==> src/rtl/line_ram_pkg.sv <==
// Shared constants for the line-buffer RAM arbiter: owner encoding and default widths.
// No logic, so there is no latency.
// No flow control at this level.
package line_ram_pkg;
   localparam int ADDR_W_DEF = 8;
   localparam int DATA_W_DEF = 8;

   // Who currently holds the RAM lock (also reused for "last served")
   localparam logic [1:0] OWN_NONE = 2'd0;
   localparam logic [1:0] OWN_A    = 2'd1;
   localparam logic [1:0] OWN_B    = 2'd2;
endpackage

==> src/rtl/line_ram_arbiter_lock_timer.sv <==
// Counts consecutive locked grants and flags when the lock has run its allowed length.
// Count updates at the clock edge; expired is a combinational compare of the held count.
// No flow control; clear and inc together load a count of 1 (a fresh lock).
module lock_timer #(
   parameter int MAX_LOCK = 16
) (
   input  logic clock,
   input  logic clear,
   input  logic inc,
   output logic expired
);
   // Wide enough to hold MAX_LOCK; with MAX_LOCK=0 the count may wrap, which is harmless
   localparam int CNT_W = (MAX_LOCK < 2) ? 1 : $clog2(MAX_LOCK + 1);
   localparam logic [CNT_W-1:0] LIMIT = CNT_W'(MAX_LOCK);

   logic [CNT_W-1:0] cnt;

   // Restart (to 0, or 1 when a new lock starts) on clear, otherwise step per locked grant
   always_ff @(posedge clock) begin
      if (clear) begin
         cnt <= inc ? CNT_W'(1) : '0;
      end else if (inc) begin
         cnt <= cnt + CNT_W'(1);
      end
   end

   assign expired = (MAX_LOCK != 0) && (cnt == LIMIT);
endmodule

==> src/rtl/line_ram_arbiter.sv <==
// Round-robin arbiter with optional bounded lock sharing one single-port line-buffer RAM.
// Grant is combinational in the request cycle; read data returns one cycle after the grant.
// A losing requester simply sees gnt=0 and must hold its request until granted.
module line_ram_arbiter
   import line_ram_pkg::*;
#(
   parameter int ADDR_W   = ADDR_W_DEF,
   parameter int DATA_W   = DATA_W_DEF,
   parameter int MAX_LOCK = 16
) (
   input  logic              clock,
   input  logic              reset,
   input  logic              a_req,
   input  logic              a_lock,
   input  logic              a_write,
   input  logic [ADDR_W-1:0] a_addr,
   input  logic [DATA_W-1:0] a_wdata,
   output logic              a_gnt,
   output logic              a_rvalid,
   output logic [DATA_W-1:0] a_rdata,
   input  logic              b_req,
   input  logic              b_lock,
   input  logic              b_write,
   input  logic [ADDR_W-1:0] b_addr,
   input  logic [DATA_W-1:0] b_wdata,
   output logic              b_gnt,
   output logic              b_rvalid,
   output logic [DATA_W-1:0] b_rdata,
   output logic              ram_write,
   output logic [ADDR_W-1:0] ram_addr,
   output logic [DATA_W-1:0] ram_data_in,
   input  logic [DATA_W-1:0] ram_data_out
);
   logic [1:0] owner;
   logic [1:0] last;
   logic       expired;
   logic       hold_a;
   logic       hold_b;
   logic       lock_continue;
   logic       lock_inc;
   logic       lock_clear;

   // The owner keeps the RAM only while still requesting and within its lock budget
   assign hold_a = (owner == OWN_A) && a_req && !expired;
   assign hold_b = (owner == OWN_B) && b_req && !expired;

   // Pick this cycle's winner: held lock first, then sole requester, then whoever was not served last
   always_comb begin
      a_gnt = 1'b0;
      b_gnt = 1'b0;
      if (reset) begin
         a_gnt = 1'b0;
         b_gnt = 1'b0;
      end else if (hold_a) begin
         a_gnt = 1'b1;
      end else if (hold_b) begin
         b_gnt = 1'b1;
      end else if (a_req && b_req) begin
         if (last == OWN_B) a_gnt = 1'b1;
         else               b_gnt = 1'b1;
      end else if (a_req) begin
         a_gnt = 1'b1;
      end else if (b_req) begin
         b_gnt = 1'b1;
      end
   end

   // Steer the winner's access onto the RAM; idle cycles drive all-zero
   always_comb begin
      ram_write   = 1'b0;
      ram_addr    = '0;
      ram_data_in = '0;
      if (a_gnt) begin
         ram_write   = a_write;
         ram_addr    = a_addr;
         ram_data_in = a_wdata;
      end else if (b_gnt) begin
         ram_write   = b_write;
         ram_addr    = b_addr;
         ram_data_in = b_wdata;
      end
   end

   // A lock run only continues when the current owner is re-granted under rule 1 and asks again
   assign lock_continue = (a_gnt && hold_a && a_lock) || (b_gnt && hold_b && b_lock);
   assign lock_inc      = (a_gnt && a_lock) || (b_gnt && b_lock);
   assign lock_clear    = reset || !lock_continue;

   lock_timer #(
      .MAX_LOCK (MAX_LOCK)
   ) u_lock_timer (
      .clock   (clock),
      .clear   (lock_clear),
      .inc     (lock_inc),
      .expired (expired)
   );

   // Track ownership, round-robin history and one-cycle read-valid pulses
   always_ff @(posedge clock) begin
      if (reset) begin
         owner    <= OWN_NONE;
         last     <= OWN_B;
         a_rvalid <= 1'b0;
         b_rvalid <= 1'b0;
      end else begin
         a_rvalid <= a_gnt && !a_write;
         b_rvalid <= b_gnt && !b_write;
         if (a_gnt) begin
            last  <= OWN_A;
            owner <= a_lock ? OWN_A : OWN_NONE;
         end else if (b_gnt) begin
            last  <= OWN_B;
            owner <= b_lock ? OWN_B : OWN_NONE;
         end else begin
            owner <= OWN_NONE;
         end
      end
   end

   // Both requesters see the RAM output; only their own rvalid qualifies it
   assign a_rdata = ram_data_out;
   assign b_rdata = ram_data_out;
endmodule

==> config.mk <==
export PLATFORM = sky130hd
export DESIGN_NAME = line_ram_arbiter
export DESIGN_NICKNAME = d
export VERILOG_FILES = /design/src/rtl/line_ram_pkg.sv /design/src/rtl/line_ram_arbiter_lock_timer.sv /design/src/rtl/line_ram_arbiter.sv
export SDC_FILE = /design/constraint.sdc
export NUM_CORES = 1
export LEC_CHECK = 0
export ABC_AREA = 1
export BUFFER_PORTS_ARGS = -buffer_cell sky130_fd_sc_hd__buf_2
export CORE_MARGIN = 2
export CORE_UTILIZATION = 43
export DETAILED_ROUTE_END_ITERATION = 10
export GPL_ROUTABILITY_DRIVEN = 0
export PLACE_DENSITY_LB_ADDON = 0.15
export REMOVE_ABC_BUFFERS = 1
export SYNTH_ARGS = -nofsm -noshare
export SYNTH_HDL_FRONTEND = slang
export SYNTH_HIERARCHICAL = 1
export SYNTH_SLANG_ARGS = --single-unit
==> constraint.sdc <==
create_clock -name clock -period 5.4 [get_ports clock]
set_clock_uncertainty 0.05 [all_clocks]
set_input_delay 0.27 -clock clock [delete_from_list [all_inputs] [get_ports clock]]
set_output_delay 0.27 -clock clock [all_outputs]
set_load 0.05 [all_outputs]
; ---- Yosys cells after proc, flatten, opt, wreduce, memory -nomap -nowiden
; Cells that the tools add are included.
[word_totals]
register_bits = 11
inputBits = 48
output_inout_bits = 37
wordCells = 60
[op_classes]
n_addsub = 1
eq_ne = 4
muxes = 28
n_reduce_logical = 22
[ops]
columns = operator, count
row1 = 2-to-1 mux 8 bit, 4
row2 = 2-to-1 mux 1 bit, 17
row3 = logical AND 1 bit, 13
row4 = 2-to-1 mux 2 bit, 5
row5 = 2-to-1 mux 5 bit, 2
row6 = "adder 5 x 1 -> 5 bit, second input constant", 1
row7 = "== test 5 bit, second input constant", 1
row8 = "== test 2 bit, second input constant", 2
row9 = zero test 1 bit, 4
row10 = nonzero test 2 bit, 2
row11 = logical OR 1 bit, 3
row12 = "== test 2 x 1 -> 1 bit, second input constant", 1

; ---- Logic depth before layout (Yosys ltp)
[logic_depth]
depth_word = 12
ltp_mapped = 13
depth_no_buf = 13

; ---- Hierarchy
; Netlist, hierarchy kept.
[modules_own_cells]
columns = module, instances, cells_per_inst, area_each_um2, seq_area_each_um2
row1 = line_ram_arbiter, 1, 122, 802.0, 120.1
row2 = lock_timer, 1, 31, 287.8, 150.1

; ---- Worst setup path after synthesis
; OpenSTA, ideal clock, no wires.
[synth_path]
kind = flip-flop to flip-flop
from = register u_lock_timer.cnt[0]
to = register u_lock_timer.cnt[0] (enable)
setup_ns = 0.301
arrival_time_ns = 1.758
required_time_ns = 5.049
slack_ns = 3.292
path_stages_with_launch = 11
path_buffers = 1
period_less_slack_ns = 2.108
path_cell_list = edfxtp_1 -> inv_1 -> ha_1 -> nand2_1 -> nor3_1 -> nor2_1 -> nand3_2 -> buf_2 -> nor3b_2 -> nor2_1 -> or2_2
[synth_between]
elab_chain_len = 12
word_cells_on_any_way = 21
cone_classes = 1 x eq/ne / 6 x mux / 14 x reduce/logical
[synth_lines]
columns = item, line_no
row1 = start: declaration, line_ram_arbiter_lock_timer.sv:16  ; logic [CNT_W-1:0] cnt;
row2 = start signal: assignment, line_ram_arbiter_lock_timer.sv:21  ; cnt <= inc ? CNT_W'(1) : '0;
row3 = start signal: assignment, line_ram_arbiter_lock_timer.sv:23  ; cnt <= cnt + CNT_W'(1);
row4 = == test 5 bit *, line_ram_arbiter_lock_timer.sv:27  ; assign expired = (MAX_LOCK != 0) && (cnt == LIMIT);
row5 = via expired, line_ram_arbiter.sv:36  ; logic expired;
row6 = zero test 1 bit *, "line_ram_arbiter.sv:44, line_ram_arbiter.sv:45"
row7 = logical AND 1 bit, line_ram_arbiter.sv:45  ; assign hold_b = (owner == OWN_B) && b_req && !expired;
row8 = 2-to-1 mux 1 bit, line_ram_arbiter.sv:56  ; end else if (hold_b) begin
row9 = 2-to-1 mux 1 bit, line_ram_arbiter.sv:54  ; end else if (hold_a) begin
row10 = 2-to-1 mux 1 bit, line_ram_arbiter.sv:51  ; if (reset) begin
row11 = logical AND 1 bit (2 in series), line_ram_arbiter.sv:85  ; assign lock_continue = (a_gnt && hold_a && a_lock) || (b_gnt && hold_b && b_lock);
row12 = logical OR 1 bit *, line_ram_arbiter.sv:85
row13 = zero test 1 bit *, line_ram_arbiter.sv:87  ; assign lock_clear = reset || !lock_continue;
row14 = logical OR 1 bit *, line_ram_arbiter.sv:87
row15 = via lock_clear, line_ram_arbiter.sv:41  ; logic lock_clear;
row16 = nonzero test 2 bit (no source line) *, -
; Mark *: on every way through the listed nets, which the timed path passes. The rest lies on a longest branch.
; A chain may end at the register's enable or synchronous reset.

; ---- Worst setup path in the final report
[layout_path]
from = register u_lock_timer.cnt[0]
to = output a_gnt
[layout_between]
elab_chain_len = 6
word_cells_on_any_way = 7
cone_classes = 1 x eq/ne / 3 x mux / 3 x reduce/logical
[layout_lines]
columns = item, line_no
row1 = == test 5 bit *, line_ram_arbiter_lock_timer.sv:27
row2 = via expired, line_ram_arbiter.sv:36
row3 = zero test 1 bit *, "line_ram_arbiter.sv:44, line_ram_arbiter.sv:45"
row4 = logical AND 1 bit, line_ram_arbiter.sv:45
row5 = 2-to-1 mux 1 bit, line_ram_arbiter.sv:56
row6 = 2-to-1 mux 1 bit *, line_ram_arbiter.sv:54
row7 = 2-to-1 mux 1 bit *, line_ram_arbiter.sv:51
row8 = end: declaration, line_ram_arbiter.sv:18  ; output logic a_gnt,
; Marks and branches as above.

==> results by group <==
Final layout
  – Share of cells above drive strength 1: 42.2%
  – Reg area: 270 µm²
  – Final core utilization: 52.1%
  – Final Instance Area: 0.00127 mm²
  – Multi-input logic area: 568 µm²
  – FILL cells: 239
  – P&R area growth vs syn: 16.2%
  – Final nets: 243
  – ANT cells: 0
  – Fin cells: 222

Drt
  – DR iter-0 viols: 9
  – ANT nets after route: 0
  – TritonRoute pass-1 iters: 4
  – Post-Route WL: 2520 µm
  – Routed length per placed instance: 11.3 µm
  – Via count: 1,089
  – Vias per cell: 4.91
  – DRC Markers: 0

Synth
  – Post-synthesis sequential area ratio: 24.8%
  – Synth area leaders: edfxtp_1, nand3_2, buf_4
  – Flop and latch count out of synthesis: 11
  – Netlist cell types: 22
  – Share of the synthesized area in the top cell type: 13.8%
  – Yosys top cell by area: edfxtp_1
  – Yosys Warn Count: 6
  – Post-Synthesis Cells: 153
  – Mapped Avg Cell Area: 7.12 µm²
  – Cell Area, Synth: 0.00109 mm²

Clock network
  – Cts bufs inserted: 3
  – Resized cells post-CTS: 0
  – Max clock buf depth: 2
  – Clock transition at path regs: 0.07 ns
  – Worst-skew pair later-pin latency: 0.27 ns
  – Sink Count: 11
  – Post-CTS Setup Inserts: 0
  – H-Tree Depth: 1
  – Hold Buf Count CTS: 0
  – TritonCTS clock tree: done
  – CTS Root Cell: clkbuf_4

Pwr
  – Worst VDD drop: 0.000167 V
  – Comb pwr share: 46.2%
  – Clock share of power: 20.1%
  – Pwr/cell area: 223 mW/mm²
  – Switch share: 45.2%
  – Sequential group share of total power: 33.7%
  – Switching power of the nets: 128 µW
  – Pleak: 0.743 nW
  – Overall Power: 282 µW
  – Internal power: 155 µW

Timing
  – Setup ws final: 2.58 ns
  – Worst-Margin Slew: 1.23 ns
  – Tmin final: 2.82 ns
  – Final Hold Slack: 0.107 ns
  – Setup-failing EPs final: 0
  – Fin crit share: 52.2%
  – Fmax: 355 MHz
  – RSZ-0062 raised after global routing: no
  – Setup TNS: 0 ns
  – Max-slew headroom: 17.7%
  – Final hold vios: 0
  – Final Max Tran Viols: 0

Die
  – Die Wd: 54.3 µm
  – Initial Utilization: 44.8%
  – Rows: 18
  – Die area: 0.00295 mm²
  – Die height: 54.3 µm
  – CORE AREA: 0.00243 mm²
  – I/O pin total: 85

Global route
  – Largest net degree at the start of global routing: 40
  – First-pass GRT wire length: 3600 µm
  – Overflow after GRT: 0
  – GRT Overall Usage: 16.2%
  – Vias in the first global route: 876
  – Initial antenna violation count: 0

Worst hold path
  – Worst Hold Class: input pin to register

Place
  – Count of input and output buffers: 60
  – DP Area: 0.00124 mm²
  – DP Wirelength: 1890 µm
  – Setup slack at placement: 2.86 ns
  – Placed Cells: 218

Worst setup path
  – Crit path DAT: 2.50 ns
  – Crit path required time: 5.08 ns
  – Critical path type: register to primary output
  – Crit start category: register
  – Critical Path End Type: primary output
  – Max Fanout on Critical Path: 23

Status
  – Outcome: finished clean

Run
  – Max_cap viols: 0
[cell usage in the layout (no fill, tap or decap)]
cell type   n
buf_2      60
clkbuf_1    1
clkbuf_4    3
dfxtp_1     6
edfxtp_1    5
ha_1        2
inv_1      17
nand2_1    34
nand2_2     1
nand2_4     1
nand3_1    12
nand3_2    13
nand4_1    19
nor2_1     12
nor2_2      1
nor3_1      1
nor3b_2     1
o21ai_0     1
or2_2       1
xnor2_1     1
[layout make-up]
| class | count | area share, % |
|---|---|---|
| multi-input combinational | 100 | 44.9 |
| timing repair buffer | 60 | 23.7 |
| sequential | 11 | 21.3 |
| inverter | 17 | 5.04 |
| tap | 30 | 2.96 |
| clock buffer | 4 | 2.08 |
[synthesized netlist by cell type]
cell,n
buf_1,1
buf_12,1
buf_2,5
buf_4,17
buf_6,1
dfxtp_1,6
edfxtp_1,5
ha_1,2
inv_1,17
nand2_1,34
nand2_2,1
nand2_4,1
nand3_1,12
nand3_2,13
nand4_1,19
nor2_1,12
nor2_2,1
nor3_1,1
nor3b_2,1
o21ai_0,1
or2_2,1
xnor2_1,1
[power by group through the flow]
stage                     clock [mW]  sequential, mW  combinational, mW
after floorplan                    0          0.0993             0.0905
after global placement             0          0.0968              0.129
after detailed placement           0          0.0971              0.131
after CTS                     0.0577          0.0951              0.131
after global routing          0.0605          0.0956              0.142
final                         0.0568          0.0951              0.131
[path summary, 6_finish.rpt]
kind	startpoint	end	slack (ns)	cells after the start
setup / recovery	u_lock_timer/cnt[0]	a_gnt	2.58	10
hold reg to reg	last[0]	last[0]	0.49	4
setup reg to reg	u_lock_timer/cnt[0]	u_lock_timer/cnt[3]	2.86	10
hold / removal	b_write	b_rvalid	0.11	2
[per-layer routing]
metal / GRT usage (%) / vias up / routed length, µm / part of all wire, %
li1: - / 567 / - / -
met1: 19.8 / 469 / 1060 / 42
met2: 25.1 / 50 / 1200 / 48
met3: 7.38 / 3 / 235 / 9.3
met4: 5.00 / 0 / 21 / 0.83
met5: 0 / - / 0 / 0
[registers in the layout, summed over array words and instances (netlist names)]
register	flops
u_lock_timer/cnt	5
last	2
owner	2
a_rvalid	1
b_rvalid	1
[cells by family (layout without fill, tap and decap cells)]
family                     Yosys count  after routing  synth area share (%)
DFF                                 11             11                  24.8
adders and majority gates            2              2                  2.30
AOI/OAI and AO/OA                    1              1                 0.459
and+or+nand+nor                     96             96                  48.6
buffers and inverters               42             81                  23.1
xor gates and xnor gates             1              1                 0.804
[critical path, cell delays in order, from the launching register on]
cell,delay [ns]
edfxtp_1,0.42
inv_1,0.06
ha_1,0.19
nand2_1,0.06
nor3_1,0.05
nor2_1,0.11
nand3_2,0.39
nand2_4,0.42
nand2_1,0.16
inv_1,0.10
buf_2,0.26
Power figures use the tool's default switching activity.
